### src/rtl/cobertura_ctrl.sv
// Cover controller: closes the cover on rain or humidity, reopens it after
// a debounced dry spell, bounds every motor run with a timeout and inserts
// a motor-off pause whenever an opening run has to be reversed.
module cobertura_ctrl #(
  parameter int unsigned DEB  = 8,
  parameter int unsigned TMO  = 1000,
  parameter int unsigned DEAD = 4
) (
  input  logic       clk,
  input  logic       rst_n,
  input  logic       L,
  input  logic       U,
  input  logic       Fd,
  input  logic       Fe,
  input  logic       falha_clr,
  output logic       A,
  output logic       F,
  output logic [2:0] estado,
  output logic       falha
);

  typedef enum logic [2:0] {
    INIT     = 3'd0,
    ABERTO   = 3'd1,
    FECHANDO = 3'd2,
    FECHADO  = 3'd3,
    ABRINDO  = 3'd4,
    PAUSA    = 3'd5,
    FALHA    = 3'd6,
    ILEGAL   = 3'd7
  } state_t;

  localparam logic [15:0] DEB_C   = 16'(DEB);
  localparam logic [15:0] TMO_C   = 16'(TMO - 1);
  localparam logic [15:0] DEAD_C  = 16'(DEAD - 1);

  logic [1:0]  syncL_q, syncU_q, syncFd_q, syncFe_q;
  logic        sL, sU, sFd, sFe, chuva;
  logic [15:0] dryCnt_q, dryCnt_d;
  logic [15:0] motCnt_q, motCnt_d;
  logic        secoOk, timeout, pauseDone;
  state_t      state_q, state_d;

  // Two-flop synchronizers for the asynchronous sensor and limit inputs.
  always_ff @(posedge clk or negedge rst_n) begin
    if (!rst_n) begin
      syncL_q  <= 2'b00;
      syncU_q  <= 2'b00;
      syncFd_q <= 2'b00;
      syncFe_q <= 2'b00;
    end else begin
      syncL_q  <= {syncL_q[0], L};
      syncU_q  <= {syncU_q[0], U};
      syncFd_q <= {syncFd_q[0], Fd};
      syncFe_q <= {syncFe_q[0], Fe};
    end
  end

  assign sL    = syncL_q[1];
  assign sU    = syncU_q[1];
  assign sFd   = syncFd_q[1];
  assign sFe   = syncFe_q[1];
  assign chuva = sL | sU;

  assign secoOk    = (dryCnt_q == DEB_C);
  assign timeout   = (motCnt_q == TMO_C);
  assign pauseDone = (motCnt_q == DEAD_C);

  // Dry-spell counter: any rain restarts it, otherwise it saturates at DEB.
  always_comb begin
    dryCnt_d = dryCnt_q;
    if (chuva) begin
      dryCnt_d = 16'd0;
    end else if (!secoOk) begin
      dryCnt_d = dryCnt_q + 16'd1;
    end
  end

  // Next-state logic; a both-limits-active reading is treated as a broken switch.
  always_comb begin
    state_d = state_q;
    if (state_q != FALHA && sFd && sFe) begin
      state_d = FALHA;
    end else begin
      case (state_q)
        INIT: begin
          if (chuva)    state_d = sFe ? FECHADO : FECHANDO;
          else if (sFd) state_d = ABERTO;
          else if (sFe) state_d = FECHADO;
          else          state_d = FECHANDO;
        end
        ABERTO: begin
          if (chuva) state_d = FECHANDO;
        end
        FECHANDO: begin
          if (sFe)          state_d = FECHADO;
          else if (timeout) state_d = FALHA;
        end
        FECHADO: begin
          if (secoOk && !sFd) state_d = ABRINDO;
        end
        ABRINDO: begin
          if (chuva)        state_d = PAUSA;
          else if (sFd)     state_d = ABERTO;
          else if (timeout) state_d = FALHA;
        end
        PAUSA: begin
          if (pauseDone) state_d = FECHANDO;
        end
        FALHA: begin
          if (falha_clr) state_d = INIT;
        end
        default: state_d = FALHA;
      endcase
    end
  end

  // Motion/pause counter restarts on entry to a timed state and counts while in it.
  always_comb begin
    motCnt_d = motCnt_q;
    if ((state_d == FECHANDO || state_d == ABRINDO || state_d == PAUSA) &&
        (state_d != state_q)) begin
      motCnt_d = 16'd0;
    end else if (state_q == FECHANDO || state_q == ABRINDO || state_q == PAUSA) begin
      motCnt_d = motCnt_q + 16'd1;
    end
  end

  // State and counter registers.
  always_ff @(posedge clk or negedge rst_n) begin
    if (!rst_n) begin
      state_q  <= INIT;
      dryCnt_q <= 16'd0;
      motCnt_q <= 16'd0;
    end else begin
      state_q  <= state_d;
      dryCnt_q <= dryCnt_d;
      motCnt_q <= motCnt_d;
    end
  end

  assign A      = (state_q == ABRINDO);
  assign F      = (state_q == FECHANDO);
  assign falha  = (state_q == FALHA);
  assign estado = state_q;

endmodule

### config.mk
export PLATFORM = sky130hd
export DESIGN_NAME = cobertura_ctrl
export DESIGN_NICKNAME = d
export VERILOG_FILES = /design/src/rtl/cobertura_ctrl.sv
export SDC_FILE = /design/constraint.sdc
export NUM_CORES = 1
export LEC_CHECK = 0
export ABC_AREA = 1
export BUFFER_PORTS_ARGS = -buffer_cell sky130_fd_sc_hd__buf_2
export CORE_MARGIN = 2
export CORE_UTILIZATION = 55
export CTS_CLUSTER_DIAMETER = 120
export DETAILED_ROUTE_END_ITERATION = 10
export PLACE_DENSITY = 0.81
export SLEW_MARGIN = 20
export SYNTH_ARGS = -nofsm -noshare
export SYNTH_HDL_FRONTEND = slang
export SYNTH_SLANG_ARGS = --single-unit
### constraint.sdc
create_clock -name clk -period 1.8 [get_ports clk]
set_clock_uncertainty 0.05 [all_clocks]
set_input_delay 0.27 -clock clk [delete_from_list [all_inputs] [get_ports clk]]
set_output_delay 0.27 -clock clk [all_outputs]
set_load 0.02 [all_outputs]
==> flow_summary.json, run 1 <==
{
  "status": "finished, violations left",
  "violations": "setup timing",
  "dp_slack_ns": -0.204,
  "area_growth_pct": 40.5,
  "final.period_utilization_pct": 122,
  "hold_violations": 0,
  "cts_inserted_buffers": 5,
  "drt-total-wl_um": 7990,
  "r2r_cells": 16,
  "min_path_type": "input port to flop",
  "dr.pass1.iters": 5,
  "grt_use_met1_pct": 33.2,
  "grt_pass1_wl_um": 9890,
  "synth-seq-cells": 43,
  "cts_sinks": 43,
  "diodes": 0,
  "avgSynthCellArea_um2": 7.77,
  "syn_area_mm2": 0.00249,
  "ant_nets": 0,
  "whs_ns": 0.0199,
  "cellLeakagePower_uw": 0.00171,
  "syn-instance-count": 320,
  "tritoncts": "built",
  "start_util_pct": 57.1,
  "synth_ff_type": "dfrtp_1",
  "drive_gt1_share_pct": 40.6,
  "maxCapViolations": 0,
  "setup_slack_ns": -0.399,
  "startpoint": "motCnt_q[0]",
  "cp.required_ns": 1.97,
  "htree_levels": 2,
  "num_vias": 2695,
  "die_w_um": 71.3,
  "crit_type": "flop to flop",
  "use_met2_pct": 39.1,
  "maxSlewViolCount": 0,
  "met3_usage_pct": 5.49,
  "fin_nets": 415,
  "portBuffers": 12,
  "r2r_end": "motCnt_q[13]",
  "slew_headroom_pct": 74.4,
  "place.gp.congestion": 0.915,
  "ff2ff_setup_slack_ns": -0.40,
  "synth_nets": 330,
  "yosysSeqAreaShare_pct": 43.3,
  "io_pins": 13,
  "drc": 0,
  "layout_min_cycle_time_ns": 2.20,
  "busiest_layer": "met2",
  "clockBufferDepth": 2,
  "r2r_start": "motCnt_q[0]",
  "min_from": "Fe",
  "endpoint": "motCnt_q[13]",
  "synth_cell_types": 30,
  "grt_max_degree": 35,
  "worstPathArrival_ns": 2.37,
  "nFillCells": 236,
  "worstMarginPinSlew_ns": 0.381,
  "setup_tns_ns": -5.70,
  "setup_viol": 19,
  "async_flop_share_pct": 100,
  "pwr_density_cell_mw_per_mm2": 1370,
  "critPathMaxFanout": 8,
  "start_kind": "flop",
  "cts_root_buf": "clkbuf_8",
  "design.die.area_mm2": 0.00508,
  "ys_warn_count": 0,
  "viasPerCell": 5.88,
  "vdd_drop_max_mv": 1.07,
  "antenna_found_initial": 0,
  "rsz0062_at_grt": "true",
  "die_h_um": 71.3,
  "drt_iter0_drc": 326,
  "clk_pin_slew_ns": 0.08,
  "worstSkewPairLatency_ns": 0.31,
  "crit_path_end_kind": "flop",
  "wl_per_cell_um": 17.4,
  "max_freq_mhz": 455,
  "dp_hpwl_um": 4250,
  "overflow": 0,
  "synth_edf_count": 0,
  "core.rowCount": 24,
  "core_area_mm2": 0.00435,
  "grt_usage_pct": 24.8,
  "grt_pass1_vias": 2239
}
worst max-delay path, stage by stage, from the launching register on:
cell and delay [ns]:
dfrtp_1 0.39, ha_2 0.22, nand2_2 0.09, inv_2 0.08
nand2_1 0.08, nor2_2 0.13, nand2_2 0.10, nand2_2 0.07
nand2_1 0.06, nand2_2 0.08, inv_2 0.05, nand3_1 0.07
nand2_1 0.08, nor2_2 0.10, nand2_2 0.11, clkbuf_16 0.19
a21oi_2 0.16
kinds of logic (layout without fill, tap and decap cells):
logic type / Yosys count / after routing / share of synthesized area [%]
AND/OR/NAND/NOR: 166 / 166 / 30.4
buffers and inverters: 48 / 134 / 8.15
AO/OA/AOI/OAI: 47 / 47 / 12.0
flip-flops: 43 / 43 / 43.3
XOR/XNOR: 12 / 12 / 4.23
adder cells (fa/ha/maj): 3 / 3 / 1.51
multiplexers: 1 / 1 / 0.402
final cells by class:
class	instances	area, um2	area share (%)
clock buffer	6	72.6	2.08
clock inverter	2	60.1	1.72
inverter	44	173	4.94
multi-input combinational	229	1380	39.5
sequential	43	1080	30.9
tap	52	65.1	1.86
timing repair buffer	82	663	19.0
state kept, by name, indices dropped and copies added, names as in the netlist:
name / flops
syncFe_q: 2
motCnt_q: 16
syncFd_q: 2
estado: 3
syncU_q: 2
dryCnt_q: 16
syncL_q: 2
placed cells by master (no fill, tap or decap), drive strengths merged:
| cell | synthesis | routed |
|---|---|---|
| inv | 44 | 44 |
| o21bai | 1 | 1 |
| nand3 | 22 | 22 |
| a21oi | 29 | 29 |
| mux2i | 1 | 1 |
| nor2 | 56 | 56 |
| nor3 | 7 | 7 |
| nand2 | 70 | 70 |
| o21a | 1 | 1 |
| xor2 | 11 | 11 |
| nand4 | 3 | 3 |
| nor4 | 3 | 3 |
| buf | 3 | 79 |
| and3 | 3 | 3 |
| xnor2 | 1 | 1 |
| o21ai | 15 | 15 |
| a211oi | 1 | 1 |
| or2 | 2 | 2 |
| bufinv | 0 | 2 |
| dfrtp | 43 | 43 |
| dlygate4sd3 | 0 | 1 |
| clkbuf | 1 | 8 |
| ha | 3 | 3 |
worst min-delay path by stage:
stage                   end  cells after the start
2_1_floorplan   dryCnt_q[0]                      0
3_3_place_gp   dryCnt_q[12]                      1
3_5_place_dp   dryCnt_q[12]                      1
4_1_cts          syncL_q[0]                      1
5_1_grt          syncL_q[0]                      1
6_report        syncFe_q[0]                      1
metal layers:
metal,wire length [um],up-vias,part of all wire (%)
met3,614,42,7.7
met2,3930,179,49
li1,-,1191,-
met1,3110,1283,39
met5,0,-,0
met4,328,0,4.1
Yosys cell counts, types with 2 or more instances:
cell type   n  share of area (%)
a21oi_1    18                3.6
a21oi_2    10                3.5
and3_1      3               0.75
buf_6       3                1.4
dfrtp_1    43                 43
ha_1        3                1.5
inv_1      39                5.9
inv_2       5               0.75
nand2_1    63                9.5
nand2_2     7                1.8
nand3_1    20                4.0
nand3_2     2               0.80
nand4_1     3               0.75
nor2_1     47                7.1
nor2_2      5                1.3
nor2_4      4                1.8
nor3_1      7                1.4
nor4_1      3               0.75
o21ai_0    12                2.4
o21ai_2     2               0.70
or2_2       2               0.50
xor2_1     11                3.9
power breakdown:
group / internal [uW] / leakage (uW) / switching, uW
Clock: 555 / 0.0000654 / 348
Sequential: 1040 / 0.000569 / 98.9
Combinational: 1170 / 0.00107 / 1590
repair_timing:
| action | CTS | global route |
|---|---|---|
| pin swaps | 1 | 19 |
| resized for setup | 10 | 39 |
| cloned | 0 | 2 |
| setup buffers | 1 | 8 |
| endpoints found under the hold margin | 9 | 0 |
| hold buffers | 1 | 0 |
| setup endpoints to repair | 19 | 25 |
through the flow:
stage	instance area, um2	util (%)	power, uW	std cells
6_report	3500	80.3	4800	458
5_1_grt	3500	80.3	4990	458
4_1_cts	3250	74.7	4100	448
3_5_place_dp	3070	70.6	3180	438
3_3_place_gp	3070	70.6	3140	438
2_1_floorplan	2520	-	2510	320
(Power assumes the default switching activity.)
==> run 2: changes to the inputs <==
CELL_PAD_IN_SITES_DETAIL_PLACEMENT = 1   (was unset)
CELL_PAD_IN_SITES_GLOBAL_PLACEMENT = 2   (was unset)
CORE_UTILIZATION = 33   (was 55)
==> run 2 against run 1 <==
The flow still finishes with violations (setup timing). Register-to-register slack improved by 0.15 ns. Sequential share of layout area shrank 1.0 points. Clock-buffer cell count rose by 1. Final cell count increased by 11%. Total power is 11% lower. Maximum frequency up 7.4%. First-iteration DRC count is 82% lower. Non-clock buffer count grew 6. Critical path type unchanged.
==> flow_summary.json, run 2 (synthesized netlist as in run 1, its figures left out) <==
{
  "grt_max_degree": 28,
  "cp_slowest_cell": "dfrtp_1",
  "num_vias": 2397,
  "portBuffers": 12,
  "drc": 0,
  "rsz0062_at_grt": "true",
  "final_cell_area_mm2": 0.00361,
  "min_from": "Fd",
  "die_w_um": 90.8,
  "cts_root_buf": "clkbuf_8",
  "drive_gt1_share_pct": 44.8,
  "die_h_um": 90.8,
  "drt-total-wl_um": 7330,
  "diodes": 0,
  "whs_ns": 0.0361,
  "power_uw": 4290,
  "worstMarginPinSlew_ns": 0.618,
  "r2r_cells": 15,
  "grt_pass1_wl_um": 12000,
  "switching_share_pct": 44.5,
  "core.rowCount": 31,
  "maxSlewViolCount": 0,
  "clockPowerShare_pct": 13.4,
  "critPathMaxFanout": 8,
  "r2r_end": "motCnt_q[4]",
  "layout_commonest_cell": "buf_4",
  "dr.pass1.iters": 4,
  "place.gp.congestion": 0.779,
  "ant_nets": 0,
  "cts_sinks": 43,
  "tritoncts": "built",
  "nFillCells": 923,
  "setup_slack_ns": -0.248,
  "min_path_type": "input port to flop",
  "power_frac_comb_pct": 60.0,
  "grt_pass1_vias": 2560,
  "drt_iter0_drc": 60,
  "worstSkewPairLatency_ns": 0.29,
  "path_depth": 15,
  "crit_family": "simple AND/OR/NAND/NOR gates",
  "status": "finished, violations left",
  "layout_min_cycle_time_ns": 2.05,
  "dp.cells": 493,
  "power_frac_seq_pct": 26.6,
  "grt_usage_pct": 18.1,
  "setup_viol": 17,
  "overflow": 0,
  "final_cell_mix": "buf_4 (71), nand2_1 (50), dfrtp_1 (40), nor2_1 (35), inv_1 (32)",
  "ff2ff_setup_slack_ns": -0.25,
  "antenna_found_initial": 0,
  "final.period_utilization_pct": 114,
  "switchingPower_uw": 1910,
  "pwr_density_cell_mw_per_mm2": 1190,
  "violations": "setup timing",
  "clk_pin_slew_ns": 0.08,
  "wl_per_cell_um": 14.4,
  "core_area_mm2": 0.00729,
  "p_int_uw": 2380,
  "htree_levels": 2,
  "io_pins": 13,
  "clockBufferDepth": 2,
  "start_util_pct": 34.1,
  "critPathBufInv": 3,
  "maxCapViolations": 0,
  "worstPathArrival_ns": 2.23,
  "crit_type": "flop to flop",
  "start_kind": "flop",
  "viasPerCell": 4.70,
  "fin_nets": 421,
  "vdd_drop_max_mv": 0.542,
  "crit_path_frequent_cell": "nand2_2",
  "hold_violations": 0,
  "crit_path_end_kind": "flop",
  "slowest_delay_ns": 0.40,
  "design.die.area_mm2": 0.00825,
  "cts_inserted_buffers": 5,
  "area_growth_pct": 45.3,
  "cellLeakagePower_uw": 0.00174,
  "dpl_cell_area_mm2": 0.00318,
  "layoutNonFillerInstCount": 510,
  "max_freq_mhz": 488,
  "startpoint": "dryCnt_q[1]",
  "r2r_start": "dryCnt_q[1]",
  "worstPathCellList": "inv_2, ha_4, nand2_1, nor2_2, nand3_2, nand2_2, inv_1, nor2_2, nand2_2, nand2_4, nand2_2, nand2_2, nand2_4, clkbuf_16, a21oi_2",
  "slew_headroom_pct": 58.8,
  "cp.required_ns": 1.98,
  "endpoint": "motCnt_q[4]",
  "dp_hpwl_um": 5330
}
## run 2: how the worst min path moves through the flow
stage | slack, ns | endpoint | cells past startpoint
after global routing | 0.02 | syncFd_q[0] | 1
final | 0.04 | syncFd_q[0] | 1
after floorplan | -0.08 | dryCnt_q[0] | 0
after CTS | 0.02 | syncFd_q[0] | 1
after global placement | 0.27 | syncL_q[0] | 1
after detailed placement | 0.28 | syncU_q[0] | 1
## run 2: per-layer routing
layer	GRT usage [%]	up-vias	routed length (um)
li1	-	1193	-
met1	23.5	1157	3300
met2	31.4	41	3710
met3	2.84	6	245
met4	4.55	0	72
met5	0	-	0
## run 2: power by group through the flow
stage	sequential, uW	combinational, uW	clock, uW
after floorplan	1160	1350	0
after detailed placement	1140	2160	0
final	1140	2570	573
after CTS	1130	2210	609
after global routing	1150	2780	642
after global placement	1140	2100	0
## run 2: layout make-up
cell class	count	area, um2	share of cell area (%)
tap	99	124	3.43
sequential	43	1080	29.9
clock buffer	7	76.3	2.11
multi-input combinational	229	1480	40.8
inverter	44	173	4.78
timing repair buffer	88	686	19.0
## run 2: per-stage QoR
stage          TNS (ns)  worst slack (ns)  utilization, %
2_1_floorplan     -1.18            -0.120               -
3_3_place_gp      -2.89            -0.183            43.6
3_5_place_dp      -3.62            -0.244            43.6
4_1_cts           -3.63            -0.243            46.0
5_1_grt           -6.47            -0.392            49.6
6_report          -3.80            -0.248            49.6
## run 2: what timing repair did
item                                   in CTS  in global routing
pin swaps                                  13                 20
hold buffers                                1                  0
resized for setup                          19                 53
setup endpoints to repair                  20                 24
cloned                                      0                  1
buffers inserted                            3                  7
endpoints found under the hold margin      25                  0
